## config.mk

```make
export PLATFORM = sky130hd
export DESIGN_NAME = fp_decode_sp_pipeline_flat
export DESIGN_NICKNAME = d
export VERILOG_FILES = /design/src/rtl/fp_decode_sp_pipeline_pkg.sv /design/src/rtl/fp_decode_sp_pipeline_if.sv /design/src/rtl/fp_decode_sp_pipeline_conv.sv /design/src/rtl/fp_decode_sp_pipeline.sv /design/src/flat_wrapper.sv
export SDC_FILE = /design/constraint.sdc
export NUM_CORES = 1
export LEC_CHECK = 0
export BUFFER_PORTS_ARGS = -buffer_cell sky130_fd_sc_hd__clkbuf_2
export CORE_ASPECT_RATIO = 0.7
export CORE_UTILIZATION = 58
export CTS_CLUSTER_DIAMETER = 100
export DETAILED_ROUTE_END_ITERATION = 8
export PLACE_DENSITY = 0.86
export REMOVE_ABC_BUFFERS = 1
export SLEW_MARGIN = 20
export SYNTH_ARGS = -nofsm -noshare
export SYNTH_HDL_FRONTEND = slang
export SYNTH_HIERARCHICAL = 1
export SYNTH_SLANG_ARGS = --single-unit
```

## constraint.sdc

```tcl
create_clock -name clk -period 3.95 [get_ports clk]
set_clock_uncertainty 0.2 [all_clocks]
set_input_delay 0.395 -clock clk [delete_from_list [all_inputs] [get_ports clk]]
set_output_delay 0.395 -clock clk [all_outputs]
set_load 0.01 [all_outputs]
```

## src/rtl/fp_decode_sp_pipeline_pkg.sv

```systemverilog
`default_nettype none
// ============================================================================
// Module      : fp_decode_sp_pipeline_pkg
// Description : Shared widths, recoded-format constants and exponent-class
//               helper for the single-precision recoded -> binary32 decoder.
// Revision    : 1.0 - initial release
// ============================================================================
package fp_decode_sp_pipeline_pkg;

    localparam int FPR_WIDTH         = 64;
    localparam int FPR_RECODED_WIDTH = 65;
    localparam int SP_RECODED_WIDTH  = 33;
    localparam int SP_WIDTH          = 32;
    localparam int FPU_EXC_WIDTH     = 5;

    // Default pipeline depth of the decode path
    localparam int FPU_PIPE_DECODE_S = 2;

    // Top three bits of the 9-bit recoded exponent that mark special values
    localparam logic [2:0] SP_RECODED_EXP_ZERO = 3'b000;
    localparam logic [2:0] SP_RECODED_EXP_INF  = 3'b110;
    localparam logic [2:0] SP_RECODED_EXP_NAN  = 3'b111;

    // Recoded exponent landmarks
    localparam logic [8:0] SP_RECODED_BIAS_ADJ  = 9'h81;   // also the largest subnormal exponent
    localparam logic [8:0] SP_RECODED_NORM_MIN  = 9'h82;
    localparam logic [8:0] SP_RECODED_NORM_MAX  = 9'h17F;
    localparam logic [8:0] SP_RECODED_SUB_MIN   = 9'h6B;

    localparam logic [31:0] SP_CANON_NAN  = 32'h7FC0_0000;
    localparam logic [22:0] SP_QNAN_FRAC  = 23'h40_0000;
    localparam logic [31:0] SP_NANBOX_HI  = 32'hFFFF_FFFF;

    typedef enum logic [2:0] {
        SP_CLS_ZERO    = 3'd0,
        SP_CLS_INF     = 3'd1,
        SP_CLS_NAN     = 3'd2,
        SP_CLS_NORM    = 3'd3,
        SP_CLS_SUB     = 3'd4,
        SP_CLS_INVALID = 3'd5
    } sp_class_e;

    // Classify a recoded exponent; codes the recoder never emits map to INVALID
    function automatic sp_class_e sp_classify(input logic [8:0] e);
        if (e[8:6] == SP_RECODED_EXP_ZERO)
            return SP_CLS_ZERO;
        else if (e[8:6] == SP_RECODED_EXP_INF)
            return SP_CLS_INF;
        else if (e[8:6] == SP_RECODED_EXP_NAN)
            return SP_CLS_NAN;
        else if ((e >= SP_RECODED_NORM_MIN) && (e <= SP_RECODED_NORM_MAX))
            return SP_CLS_NORM;
        else if ((e >= SP_RECODED_SUB_MIN) && (e <= SP_RECODED_BIAS_ADJ))
            return SP_CLS_SUB;
        else
            return SP_CLS_INVALID;
    endfunction

endpackage
`default_nettype wire

```

## src/rtl/fp_decode_sp_pipeline_if.sv

```systemverilog
`default_nettype none
// ============================================================================
// Module      : fp_decode_sp_pipeline_if
// Description : Operand-in / result-out valid-ready bundle of the decoder.
//               slave = decoder view, master = producer/consumer view.
// Revision    : 1.0 - initial release
// ============================================================================
interface fp_decode_sp_pipeline_if;
    import fp_decode_sp_pipeline_pkg::*;

    logic                          in_val;
    logic                          in_rdy;
    logic [FPR_RECODED_WIDTH-1:0]  in_data;
    logic                          out_val;
    logic                          out_rdy;
    logic [FPR_WIDTH-1:0]          result;
    logic [FPU_EXC_WIDTH-1:0]      exc;

    modport slave (
        input  in_val, in_data, out_rdy,
        output in_rdy, out_val, result, exc
    );

    modport master (
        output in_val, in_data, out_rdy,
        input  in_rdy, out_val, result, exc
    );
endinterface
`default_nettype wire

```

## src/rtl/fp_decode_sp_pipeline_conv.sv

```systemverilog
`default_nettype none
// ============================================================================
// Module      : recodedFloatNToFloatN_sp
// Description : Combinational 33-bit recoded single -> IEEE-754 binary32.
//               Build option FPU_DECODE_CANON_NAN_EN: every NaN becomes the
//               canonical quiet NaN; otherwise sign and payload are kept.
// Revision    : 1.0 - initial release
// ============================================================================
module recodedFloatNToFloatN_sp
    import fp_decode_sp_pipeline_pkg::*;
(
    input  wire logic [SP_RECODED_WIDTH-1:0] rec_i,
    output logic      [SP_WIDTH-1:0]         fp_o
);

    logic        w_sign;
    logic [8:0]  w_exp;
    logic [22:0] w_frac;
    sp_class_e   w_cls;
    logic [7:0]  w_norm_exp;
    logic [4:0]  w_sub_sh;
    logic [22:0] w_sub_mant;

    assign w_sign = rec_i[32];
    assign w_exp  = rec_i[31:23];
    assign w_frac = rec_i[22:0];
    assign w_cls  = sp_classify(w_exp);

    // Normal: remove the recoding bias; the range check guarantees 1..254
    assign w_norm_exp = 8'(w_exp - SP_RECODED_BIAS_ADJ);
    // Subnormal: restore the hidden one and shift it back down (1..23 places)
    assign w_sub_sh   = 5'(SP_RECODED_NORM_MIN - w_exp);
    assign w_sub_mant = 23'({1'b1, w_frac} >> w_sub_sh);

    // Select the binary32 encoding for the decoded class
    always_comb begin
        fp_o = {w_sign, 31'b0};
        case (w_cls)
            SP_CLS_ZERO: fp_o = {w_sign, 31'b0};
            SP_CLS_INF:  fp_o = {w_sign, 8'hFF, 23'b0};
            SP_CLS_NAN: begin
`ifdef FPU_DECODE_CANON_NAN_EN
                fp_o = SP_CANON_NAN;
`else
                // An empty payload would read back as infinity, so make it quiet
                fp_o = {w_sign, 8'hFF, (w_frac == 23'b0) ? SP_QNAN_FRAC : w_frac};
`endif
            end
            SP_CLS_NORM: fp_o = {w_sign, w_norm_exp, w_frac};
            SP_CLS_SUB:  fp_o = {w_sign, 8'h00, w_sub_mant};
            default:     fp_o = {w_sign, 31'b0};
        endcase
    end

endmodule
`default_nettype wire

```

## src/rtl/fp_decode_sp_pipeline.sv

```systemverilog
`default_nettype none
// ============================================================================
// Module      : fp_decode_sp_pipeline
// Description : Elastic STAGES-deep pipeline that decodes recoded single
//               operands to NaN-boxed binary32. Decode sits ahead of stage 1;
//               the last stage drives the consumer directly.
//               Build option FPU_DECODE_CANON_NAN_EN selects NaN canonicalisation.
// Revision    : 1.0 - initial release
// ============================================================================
module fp_decode_sp_pipeline
    import fp_decode_sp_pipeline_pkg::*;
#(
    parameter int STAGES = FPU_PIPE_DECODE_S
)(
    input  wire logic               clk,
    input  wire logic               rst_n,
    fp_decode_sp_pipeline_if.slave  io
);

    logic [STAGES-1:0]    v_q;
    logic [STAGES-1:0]    v_d;
    logic [FPR_WIDTH-1:0] data_q [STAGES];
    logic [FPR_WIDTH-1:0] data_d [STAGES];
    logic [STAGES-1:0]    w_rdy;
    logic [SP_WIDTH-1:0]  w_fp;
    logic                 w_unused_hi;

    // Only the low single-precision slice of the FPR operand carries data
    assign w_unused_hi = ^io.in_data[FPR_RECODED_WIDTH-1:SP_RECODED_WIDTH];

    recodedFloatNToFloatN_sp u_conv (
        .rec_i (io.in_data[SP_RECODED_WIDTH-1:0]),
        .fp_o  (w_fp)
    );

    // Stage k can load when any stage from k to the output is empty or the
    // consumer is taking data; flattened so there is no combinational chain
    // through a single vector
    always_comb begin
        logic w_full;
        w_rdy  = '0;
        w_full = 1'b1;
        for (int k = 0; k < STAGES; k++) begin
            w_full = 1'b1;
            for (int j = 0; j < STAGES; j++) begin
                if (j >= k) w_full = w_full & v_q[j];
            end
            w_rdy[k] = io.out_rdy | ~w_full;
        end
    end

    // Next-state of the valid bits and data: each ready stage takes its upstream
    always_comb begin
        v_d = v_q;
        for (int k = 0; k < STAGES; k++) data_d[k] = data_q[k];
        if (w_rdy[0]) begin
            v_d[0] = io.in_val;
            if (io.in_val) data_d[0] = {SP_NANBOX_HI, w_fp};
        end
        for (int k = 1; k < STAGES; k++) begin
            if (w_rdy[k]) begin
                v_d[k] = v_q[k-1];
                if (v_q[k-1]) data_d[k] = data_q[k-1];
            end
        end
    end

    // Stage registers; reset drops every in-flight operand and clears data
    always_ff @(posedge clk or negedge rst_n) begin
        if (!rst_n) begin
            v_q <= '0;
            for (int k = 0; k < STAGES; k++) data_q[k] <= '0;
        end else begin
            v_q <= v_d;
            for (int k = 0; k < STAGES; k++) data_q[k] <= data_d[k];
        end
    end

    assign io.in_rdy  = w_rdy[0];
    assign io.out_val = v_q[STAGES-1];
    assign io.result  = data_q[STAGES-1];
    assign io.exc     = '0;

endmodule
`default_nettype wire

```

## src/flat_wrapper.sv

```systemverilog
// flat-port wrapper written by rule: the top's interface ports become plain ports
module fp_decode_sp_pipeline_flat import fp_decode_sp_pipeline_pkg::*;
#(
    parameter int STAGES = FPU_PIPE_DECODE_S
)
  (clk, rst_n, io_in_val, io_in_data, io_out_rdy, io_in_rdy, io_out_val, io_result, io_exc);
  fp_decode_sp_pipeline_if io_i ();
  input  wire logic clk;
  input  wire logic rst_n;
  input wire logic [$bits(io_i.in_val)-1:0] io_in_val;
  input wire logic [$bits(io_i.in_data)-1:0] io_in_data;
  input wire logic [$bits(io_i.out_rdy)-1:0] io_out_rdy;
  output wire logic [$bits(io_i.in_rdy)-1:0] io_in_rdy;
  output wire logic [$bits(io_i.out_val)-1:0] io_out_val;
  output wire logic [$bits(io_i.result)-1:0] io_result;
  output wire logic [$bits(io_i.exc)-1:0] io_exc;
  assign io_i.in_val = io_in_val;
  assign io_i.in_data = io_in_data;
  assign io_i.out_rdy = io_out_rdy;
  assign io_in_rdy = io_i.in_rdy;
  assign io_out_val = io_i.out_val;
  assign io_result = io_i.result;
  assign io_exc = io_i.exc;
  fp_decode_sp_pipeline #(.STAGES(STAGES)) u_core (.clk(clk), .rst_n(rst_n), .io(io_i));
endmodule
```

==> impl_metrics.env, run 1 <==
export IMPL_outcome="finished clean"
export IMPL_fmax_mhz=297
export IMPL_routed_via_density=6.30
export IMPL_path_max_fanout=15
export IMPL_hold_path_depth=2
export IMPL_diodes=0
export IMPL_cp_required_ns=3.97
export IMPL_post_dp_hpwl_um=9430
export IMPL_synth_top_cell_area_share=0.323
export IMPL_pre_cts_ws_ns=0.319
export IMPL_cp_end_kind="flip-flop"
export IMPL_power_density_mw_per_mm2=446
export IMPL_cts_buffer_depth=2
export IMPL_rsz0062_at_grt="no"
export IMPL_grt_pass1_vias=3550
export IMPL_leakagePower_uw=0.00268
export IMPL_synth_cell_types=67
export IMPL_fin_crit_sh=0.853
export IMPL_grt_pass1_wl_um=20000
export IMPL_grt_overflow=0
export IMPL_coreArea_mm2=0.00862
export IMPL_hold_viol=0
export IMPL_worstSetupPathType="primary input to flip-flop"
export IMPL_path_clk_slew_ns=0.05
export IMPL_row_count=28
export IMPL_cp_start_kind="primary input"
export IMPL_ys_seq_area_frac=0.323
export IMPL_clockRootBuffer="clkbuf_16"
export IMPL_synthFlopType="dfrtp_1"
export IMPL_ant_nets=0
export IMPL_rrSetupSlack_ns=2.14
export IMPL_slew_violations=0
export IMPL_tns_ns=0
export IMPL_synth_seq_cells=68
export IMPL_yosys_area_top_type="dfrtp_1"
export IMPL_place_congestion=0.916
export IMPL_start_util=0.611
export IMPL_dieArea_mm2=0.00947
export IMPL_min_to="u_core/data_q[95]$_DFFE_PN0P_"
export IMPL_r2r_cells=3
export IMPL_critPathArrivalTime_ns=3.39
export IMPL_setup_viol=0
export IMPL_tritoncts="built"
export IMPL_syn_cell_area_mm2=0.00527
export IMPL_portBuffers=102
export IMPL_whs_ns=0.120
export IMPL_drc=0
export IMPL_synthCells=459
export IMPL_drt_iter0_drc=495
export IMPL_clock_sinks=68
export IMPL_ios=140
export IMPL_finalWirelength_um=13000
export IMPL_relSlewSlack=0.256
export IMPL_clk_latency_ns=0.33
export IMPL_wl_per_cell_um=21.2
export IMPL_ir_drop_v=0.000242
export IMPL_die_w_um=116
export IMPL_cts_max_level=3
export IMPL_yosysWarnings=6
export IMPL_timing_final_crit_period_ns=3.37
export IMPL_layout_setup_ws_ns=0.582
export IMPL_die_h_um=81.7
export IMPL_area_growth_pct=5.96
export IMPL_antenna_found_initial=0
export IMPL_hp_start="io_in_data[32]"
export IMPL_via_count=3866
export IMPL_tightest_slew_ns=1.11
export IMPL_grt_usage=0.290
export IMPL_grt_max_degree=46
export IMPL_synth_area_per_cell_um2=11.5
export IMPL_yosys_top_cells_area="dfrtp_1, mux2_4, buf_4, mux2i_1, mux4_2"
export IMPL_r2r_start="u_core/v_q[0]$_DFFE_PN0P_"
export IMPL_dr_pass1_iters=6
export IMPL_synth_edf_count=0
export IMPL_r2r_end="u_core/data_q[90]$_DFFE_PN0P_"
export IMPL_ys_async_sr_fraction=1.00
export IMPL_drive_above_1_share=0.445
export IMPL_cts_buffers=9
export IMPL_nets=563
export IMPL_hp_class="primary input to flip-flop"
export IMPL_max_cap_violations=0
worst max path at each step:
stage / cells past startpoint / slack (ns) / startpoint / endpoint
final: 10 / 0.58 / io_in_data[23] / u_core/data_q[67]$_DFFE_PN0P_
after global routing: 10 / 0.48 / io_in_data[23] / u_core/data_q[67]$_DFFE_PN0P_
after CTS: 10 / 0.67 / io_in_data[23] / u_core/data_q[67]$_DFFE_PN0P_
after detailed placement: 10 / 0.32 / io_in_data[23] / u_core/data_q[67]$_DFFE_PN0P_
after global placement: 10 / 0.38 / io_in_data[23] / u_core/data_q[67]$_DFFE_PN0P_
after floorplan: 8 / 0.17 / io_in_data[23] / u_core/data_q[64]$_DFFE_PN0P_
cells by family after synthesis:
family          synth area share
compound gates            0.0972
xor+xnor                  0.0297
fa+ha+maj                 0.0119
buf+inv                    0.144
flops                      0.323
mux                        0.295
other cells             0.000712
simple gates              0.0988
per-layer routing:
layer | track usage | wire, um
met5 | 0 | 0
met4 | 0.0756 | 178
met1 | 0.406 | 5910
met2 | 0.454 | 5710
met3 | 0.0664 | 1200
critical path, stage by stage:
cell	delay [ns]
clkbuf_2	0.20
clkinv_1	0.13
ha_1	0.70
buf_12	0.24
mux2_2	0.34
mux2i_1	0.44
a32oi_1	0.19
o311a_1	0.16
a221o_1	0.31
mux2_4	0.27
stage by stage:
step,total power (uW),utilization,instance area (um^2),cells
6_report,2490,0.648,5580,614
3_3_place_gp,1670,0.611,5260,597
2_1_floorplan,1410,-,4540,368
3_5_place_dp,1700,0.611,5270,597
4_1_cts,2510,0.645,5560,613
5_1_grt,2600,0.648,5580,614
timing repair:
| action | 4_1_cts | 5_1_grt |
|---|---|---|
| setup buffers | 0 | 0 |
| hold endpoints to repair | 0 | 44 |
| resized for setup | 0 | 0 |
| hold buffers | 0 | 1 |
cell type report:
cell class,instances,area (um^2)
tap,120,150
timing repair buffer,110,588
clock inverter,4,48.8
clock buffer,12,246
multi-input combinational,296,2830
inverter,4,15.0
sequential,68,1700
fill,699,3040
registers in the layout, indices dropped and copies added (netlist names):
| name | flops |
|---|---|
| u_core/data_q | 33 |
| u_core/io.result | 33 |
| u_core/v_q | 2 |
cell usage in the layout, fill, tap and decap left out, drive strengths merged, types with 8 or more instances in the layout:
cell type,n
a21oi,8
a221o,10
buf,8
clkbuf,113
dfrtp,68
mux2,73
mux2i,26
mux4,11
nand2,34
nor2,13
nor3,14
o21ai,14
power breakdown:
part,internal (uW),switching [uW]
Combinational,395,375
Clock,505,291
Sequential,837,86.3
Yosys cell counts, types with 2 or more instances:
library cell / number
buf_12: 3
buf_1: 2
mux2_2: 13
a2111oi_2: 2
or4_1: 2
inv_1: 3
a31oi_1: 2
nor3b_1: 2
mux2i_1: 26
a21oi_1: 7
xnor2_1: 6
nor4b_1: 2
ha_1: 5
buf_2: 6
nor2_1: 12
mux4_2: 11
nor3_1: 13
nand2_1: 32
nor2b_1: 3
a22oi_1: 2
xor2_1: 5
o2bb2ai_1: 3
and3b_1: 2
nor4_1: 6
dfrtp_1: 68
xor2_2: 2
a221o_1: 10
a32oi_1: 2
o211ai_1: 3
clkbuf_1: 3
nand2b_1: 3
a32o_1: 3
and2_1: 3
a22o_1: 4
o21ai_0: 14
nand3_1: 6
buf_4: 74
buf_6: 7
mux2_4: 59
No activity file was read; power rests on OpenSTA's default activity.
==> run 2, diff against run 1 <==
ABC_AREA = 1   (was unset)
==> run 2 against run 1 <==
The flow now finishes with violations (negative hold slack). Flip-flop and latch count is the same. Combinational power grew 9.2%. Critical path depth shrank 7. Highest routed layer unchanged.
==> impl_metrics.env, run 2 <==
export IMPL_cp_required_ns=3.36
export IMPL_post_dp_hpwl_um=9490
export IMPL_coreArea_mm2=0.00865
export IMPL_grt_usage=0.292
export IMPL_layout_common_cells="nand2_1, nand3_1, clkbuf_2"
export IMPL_drc=0
export IMPL_tns_ns=0
export IMPL_grt_pass1_wl_um=21500
export IMPL_place_congestion=0.914
export IMPL_numPlacedInstances=917
export IMPL_r2r_end="u_core/io.result[32]$_DFFE_PN0P_"
export IMPL_area_growth_pct=4.93
export IMPL_synth_cell_types=33
export IMPL_failed_checks="negative hold slack"
export IMPL_outcome="finished, violations left"
export IMPL_start_util=0.613
export IMPL_tritoncts="built"
export IMPL_synth_edf_count=0
export IMPL_dr_pass1_iters=5
export IMPL_cp_start_kind="flip-flop"
export IMPL_portBuffers=102
export IMPL_ys_seq_area_frac=0.321
export IMPL_layout_commonest_cell="nand2_1"
export IMPL_antenna_found_initial=0
export IMPL_synthFlopType="dfrtp_1"
export IMPL_synth_most_common_cell="nand2_1"
export IMPL_ant_nets=0
export IMPL_slowest_delay_ns=0.84
export IMPL_ys_async_sr_fraction=1.00
export IMPL_grt_pass1_vias=4475
export IMPL_syn_cell_area_mm2=0.00531
export IMPL_synthCells=797
export IMPL_netlist_top_cells_count="nand2_1, nand3_1, buf_4, dfrtp_1, nor2_1"
export IMPL_die_w_um=116
export IMPL_synth_area_per_cell_um2=6.66
export IMPL_yosys_top_cells_area="dfrtp_1, nand2_1, nand3_1, buf_4, nor2_1"
export IMPL_yosys_area_top_type="dfrtp_1"
export IMPL_whs_ns=-0.00211
export IMPL_rrSetupSlack_ns=1.84
export IMPL_holdBufCountCts=0
export IMPL_clock_sinks=68
export IMPL_power_total_uw=2670
export IMPL_synth_top_cell_area_share=0.321
export IMPL_via_count=5159
export IMPL_slew_violations=0
export IMPL_finalWirelength_um=13300
export IMPL_relSlewSlack=0.396
export IMPL_ir_drop_v=0.000315
export IMPL_clk_latency_ns=0.33
export IMPL_worstSetupPathType="flip-flop to primary output"
export IMPL_pwr_share_comb=0.315
export IMPL_synth_seq_cells=68
export IMPL_stdcell_count=933
export IMPL_nets=882
export IMPL_max_cap_violations=0
export IMPL_r2r_cells=3
export IMPL_setup_viol=0
export IMPL_clkPwrFrac=0.327
export IMPL_row_count=28
export IMPL_critPathSlowestCell="dfrtp_1"
export IMPL_grt_overflow=0
export IMPL_wl_per_cell_um=14.2
export IMPL_ios=140
export IMPL_power_switching_uw=956
export IMPL_p_int_uw=1710
export IMPL_cts_buffer_depth=2
export IMPL_hold_viol=4
export IMPL_seqPwrFrac=0.358
export IMPL_cts_max_level=3
export IMPL_switching_share=0.358
export IMPL_drive_above_1_share=0.188
export IMPL_tightest_slew_ns=0.906
export IMPL_hp_class="primary input to asynchronous set/reset pin"
export IMPL_post_cts_buffers=0
export IMPL_drt_iter0_drc=616
export IMPL_cts_buffers=9
export IMPL_path_clk_slew_ns=0.06
export IMPL_postLayoutCoreUtil=0.643
export IMPL_fmax_mhz=393
export IMPL_timing_final_crit_period_ns=2.55
export IMPL_clockRootBuffer="clkbuf_16"
export IMPL_r2r_start="u_core/v_q[1]$_DFFE_PN0P_"
export IMPL_leakagePower_uw=0.00311
export IMPL_fin_crit_sh=0.644
export IMPL_diodes=0
export IMPL_dieArea_mm2=0.00954
export IMPL_path_max_fanout=21
export IMPL_cp_end_kind="primary output"
export IMPL_crit_chain="nand3_4, buf_4, clkbuf_2"
export IMPL_die_h_um=82.0
export IMPL_cts_resized=0
export IMPL_routed_via_density=5.53
export IMPL_rsz0062_at_grt="no"
export IMPL_power_density_mw_per_mm2=480
export IMPL_yosysWarnings=6
export IMPL_grt_max_degree=43
export IMPL_critPathArrivalTime_ns=1.95
-- run 2: metal layers --
metal  part of all wire  vias up  global-route usage  wire length [um]
met1               0.46     2379               0.412              6170
met4              0.017        0              0.0756               227
li1                   -     2511                   -                 -
met2               0.44      247               0.462              5860
met3              0.078       22              0.0524              1030
met5                  0        -                   0                 0
-- run 2: kinds of logic (layout without fill, tap and decap cells) --
family / after synthesis / in the layout / synth area share
buffers and inverters: 136 / 148 / 0.168
AND/OR/NAND/NOR: 561 / 561 / 0.467
other: 1 / 5 / 0.000707
flip-flops: 68 / 68 / 0.321
adder cells (fa/ha/maj): 5 / 5 / 0.0118
XOR/XNOR: 7 / 7 / 0.0130
AO/OA/AOI/OAI: 19 / 19 / 0.0186
-- run 2: stage by stage --
stage | hold slack [ns] | worst slack, ns | cell area (um^2)
after floorplan | -0.101 | 1.14 | 4510
after global placement | 0.232 | 1.14 | 5240
after detailed placement | 0.238 | 1.10 | 5240
after CTS | 0.0583 | 1.42 | 5570
after global routing | 0.0606 | 1.17 | 5570
final | -0.00211 | 1.40 | 5570
-- run 2: power groups by stage --
stage          Combinational, uW  Clock [uW]  Sequential (uW)
2_1_floorplan                383           0             1050
3_3_place_gp                 822           0              957
3_5_place_dp                 834           0              966
4_1_cts                      839         883              956
5_1_grt                      954         908              981
6_report                     840         873              956
-- run 2: how the worst max path moves through the flow --
stage	start	cells past startpoint	end	slack [ns]
6_report	u_core/v_q[0]$_DFFE_PN0P_	3	io_in_rdy	1.40
5_1_grt	io_in_data[23]	13	u_core/data_q[73]$_DFFE_PN0P_	1.17
4_1_cts	u_core/v_q[0]$_DFFE_PN0P_	3	io_in_rdy	1.42
3_5_place_dp	io_in_data[23]	13	u_core/data_q[73]$_DFFE_PN0P_	1.10
3_3_place_gp	io_in_data[23]	13	u_core/data_q[73]$_DFFE_PN0P_	1.14
2_1_floorplan	io_in_data[23]	12	u_core/data_q[73]$_DFFE_PN0P_	1.14
-- run 2: final cells by class --
class	instances	area (um^2)
Fill cell	799	3090
Multi-Input combinational cell	597	2730
Sequential cell	68	1700
Timing Repair Buffer	112	586
Clock buffer	10	239
Tap cell	120	150
Clock inverter	6	86.3
Inverter	20	75.1
-- run 2: worst max-delay path, delay by kind of cell (launching register included) --
family                 cells  cell delay [ns]
and+or+nand+nor            1             0.33
DFF                        1             0.84
buffers and inverters      2             0.44
==> run 3, diff against run 2 <==
CORE_UTILIZATION = 49   (was 58)
PLACE_DENSITY = 0.77   (was 0.86)
clock period = 2.2 ns   (was 3.95 ns; I/O delays follow)
==> run 3 against run 2 <==
Largest power group unchanged. Highest routed layer unchanged. Die area is 18% higher. Routed wire length barely moved. Critical path depth is 11 higher. The run now ends clean.
==> impl_metrics.env, run 3 (synthesis results as in run 2) <==
export IMPL_outcome="finished clean"
export IMPL_finalWirelength_um=13300
export IMPL_layout_common_cells="nand2_1, nand3_1, clkbuf_2"
export IMPL_path_clk_slew_ns=0.05
export IMPL_routed_via_density=5.34
export IMPL_drive_above_1_share=0.204
export IMPL_cts_resized=0
export IMPL_layout_commonest_cell="nand2_1"
export IMPL_post_dp_hpwl_um=9780
export IMPL_crit_chain="clkbuf_2, inv_1, ha_1, inv_1, buf_4, nand3_1, nand3_1, nand3_1, o21ai_1, nor2_1, nand2_1, nand2_1, nand3_1, nand2_1"
export IMPL_worstSetupPathType="primary input to flip-flop"
export IMPL_cp_end_kind="flip-flop"
export IMPL_max_cap_violations=0
export IMPL_grt_usage=0.251
export IMPL_ir_drop_v=0.000611
export IMPL_area_growth_pct=9.46
export IMPL_fin_area_mm2=0.00581
export IMPL_whs_ns=0.0820
export IMPL_slowest_delay_ns=0.31
export IMPL_grt_pass1_wl_um=22300
export IMPL_cp_common_cell="nand3_1"
export IMPL_tns_ns=0
export IMPL_tritoncts="built"
export IMPL_wl_per_cell_um=13.8
export IMPL_diodes=0
export IMPL_coreArea_mm2=0.0104
export IMPL_portBuffers=102
export IMPL_path_delay_family="buffers and inverters"
export IMPL_dr_pass1_iters=5
export IMPL_ios=140
export IMPL_rsz0062_at_grt="no"
export IMPL_dpl_cell_area_mm2=0.00548
export IMPL_numPlacedInstances=946
export IMPL_ant_nets=0
export IMPL_dieArea_mm2=0.0113
export IMPL_clk_latency_ns=0.33
export IMPL_setup_viol=0
export IMPL_slew_violations=0
export IMPL_cts_buffers=9
export IMPL_cts_buffer_depth=2
export IMPL_leakagePower_uw=0.00322
export IMPL_critPathSlowestCell="ha_1"
export IMPL_grt_overflow=0
export IMPL_antenna_found_initial=0
export IMPL_cp_required_ns=2.22
export IMPL_clock_sinks=68
export IMPL_grt_pass1_vias=4556
export IMPL_die_w_um=126
export IMPL_cp_start_kind="primary input"
export IMPL_relSlewSlack=0.565
export IMPL_drc=0
export IMPL_timing_final_crit_period_ns=1.90
export IMPL_hold_viol=0
export IMPL_nets=901
export IMPL_critPathArrivalTime_ns=1.92
export IMPL_drt_iter0_drc=480
export IMPL_hp_class="primary input to flip-flop"
export IMPL_post_cts_buffers=0
export IMPL_place_congestion=0.918
export IMPL_crit_buf_inv=4
export IMPL_fmax_mhz=526
export IMPL_stdcell_count=964
export IMPL_via_count=5147
export IMPL_grt_max_degree=69
export IMPL_row_count=31
export IMPL_tightest_slew_ns=0.651
export IMPL_start_util=0.508
export IMPL_power_density_mw_per_mm2=814
export IMPL_die_h_um=89.1
export IMPL_fin_crit_sh=0.863
export IMPL_clockRootBuffer="clkbuf_16"
export IMPL_path_max_fanout=12
export IMPL_cts_max_level=3
[run 3: cell types whose count changed in the layout (fill, tap and decap cells not counted)]
cell           change
buf_12             +8
buf_4              +9
bufinv_16          -1
clkinv_4           +1
clkinvlp_4         +1
dlygate4sd3_1      +2
inv_6              -1
[run 3: final timing paths]
check / cells after the start / endpoint / startpoint / slack, ns
max: 14 / u_core/data_q[74]$_DFFE_PN0P_ / io_in_data[23] / 0.30
min: 5 / u_core/data_q[64]$_DFFE_PN0P_ / io_in_data[0] / 0.08
max reg2reg: 4 / u_core/data_q[69]$_DFFE_PN0P_ / u_core/v_q[0]$_DFFE_PN0P_ / 0.44
min reg2reg: 2 / u_core/data_q[89]$_DFFE_PN0P_ / u_core/data_q[89]$_DFFE_PN0P_ / 0.27
max in group asynchronous: 3 / u_core/data_q[70]$_DFFE_PN0P_ / rst_n / 1.26
min in group asynchronous: 3 / u_core/io.result[28]$_DFFE_PN0P_ / rst_n / 0.23
[run 3: power by group]
part           leakage, uW  switching (uW)  internal [uW]
registers         0.000860             160           1520
clock network     0.000144             518            904
logic              0.00221            1020            605
total              0.00322            1700           3030
[run 3: repair_timing]
action,in CTS,in global routing
hold endpoints to repair,69,0
hold buffers,2,0
endpoints found under the setup margin,0,0
[run 3: metrics by stage]
| stage | worst slack [ns] | utilization | power, uW |
|---|---|---|---|
| after floorplan | -0.520 | - | 2570 |
| after global placement | 0.0252 | 0.526 | 3300 |
| after detailed placement | -0.0250 | 0.526 | 3320 |
| after CTS | 0.309 | 0.557 | 4760 |
| after global routing | 0.129 | 0.557 | 5050 |
| final | 0.300 | 0.557 | 4720 |
[run 3: worst register-to-register path, delay by kind of cell (launching register included)]
family           cells  cell delay (ns)
DFF                  1             0.59
and+or+nand+nor      4             0.90
[run 3: layout make-up]
type                    count  area, um^2
flip-flops and latches     68        1700
multi-input cells         597        2730
clock buffers              10         239
well taps                 132         165
clock inverters             6        63.8
fillers                  1036        4630
repair buffers            131         833
inverters                  20        75.1
[run 3: per-layer routing]
layer	share of wire	global-route usage
met3	0.078	0.0580
met5	0	0
met4	0.0068	0.0537
met1	0.49	0.353
met2	0.42	0.399
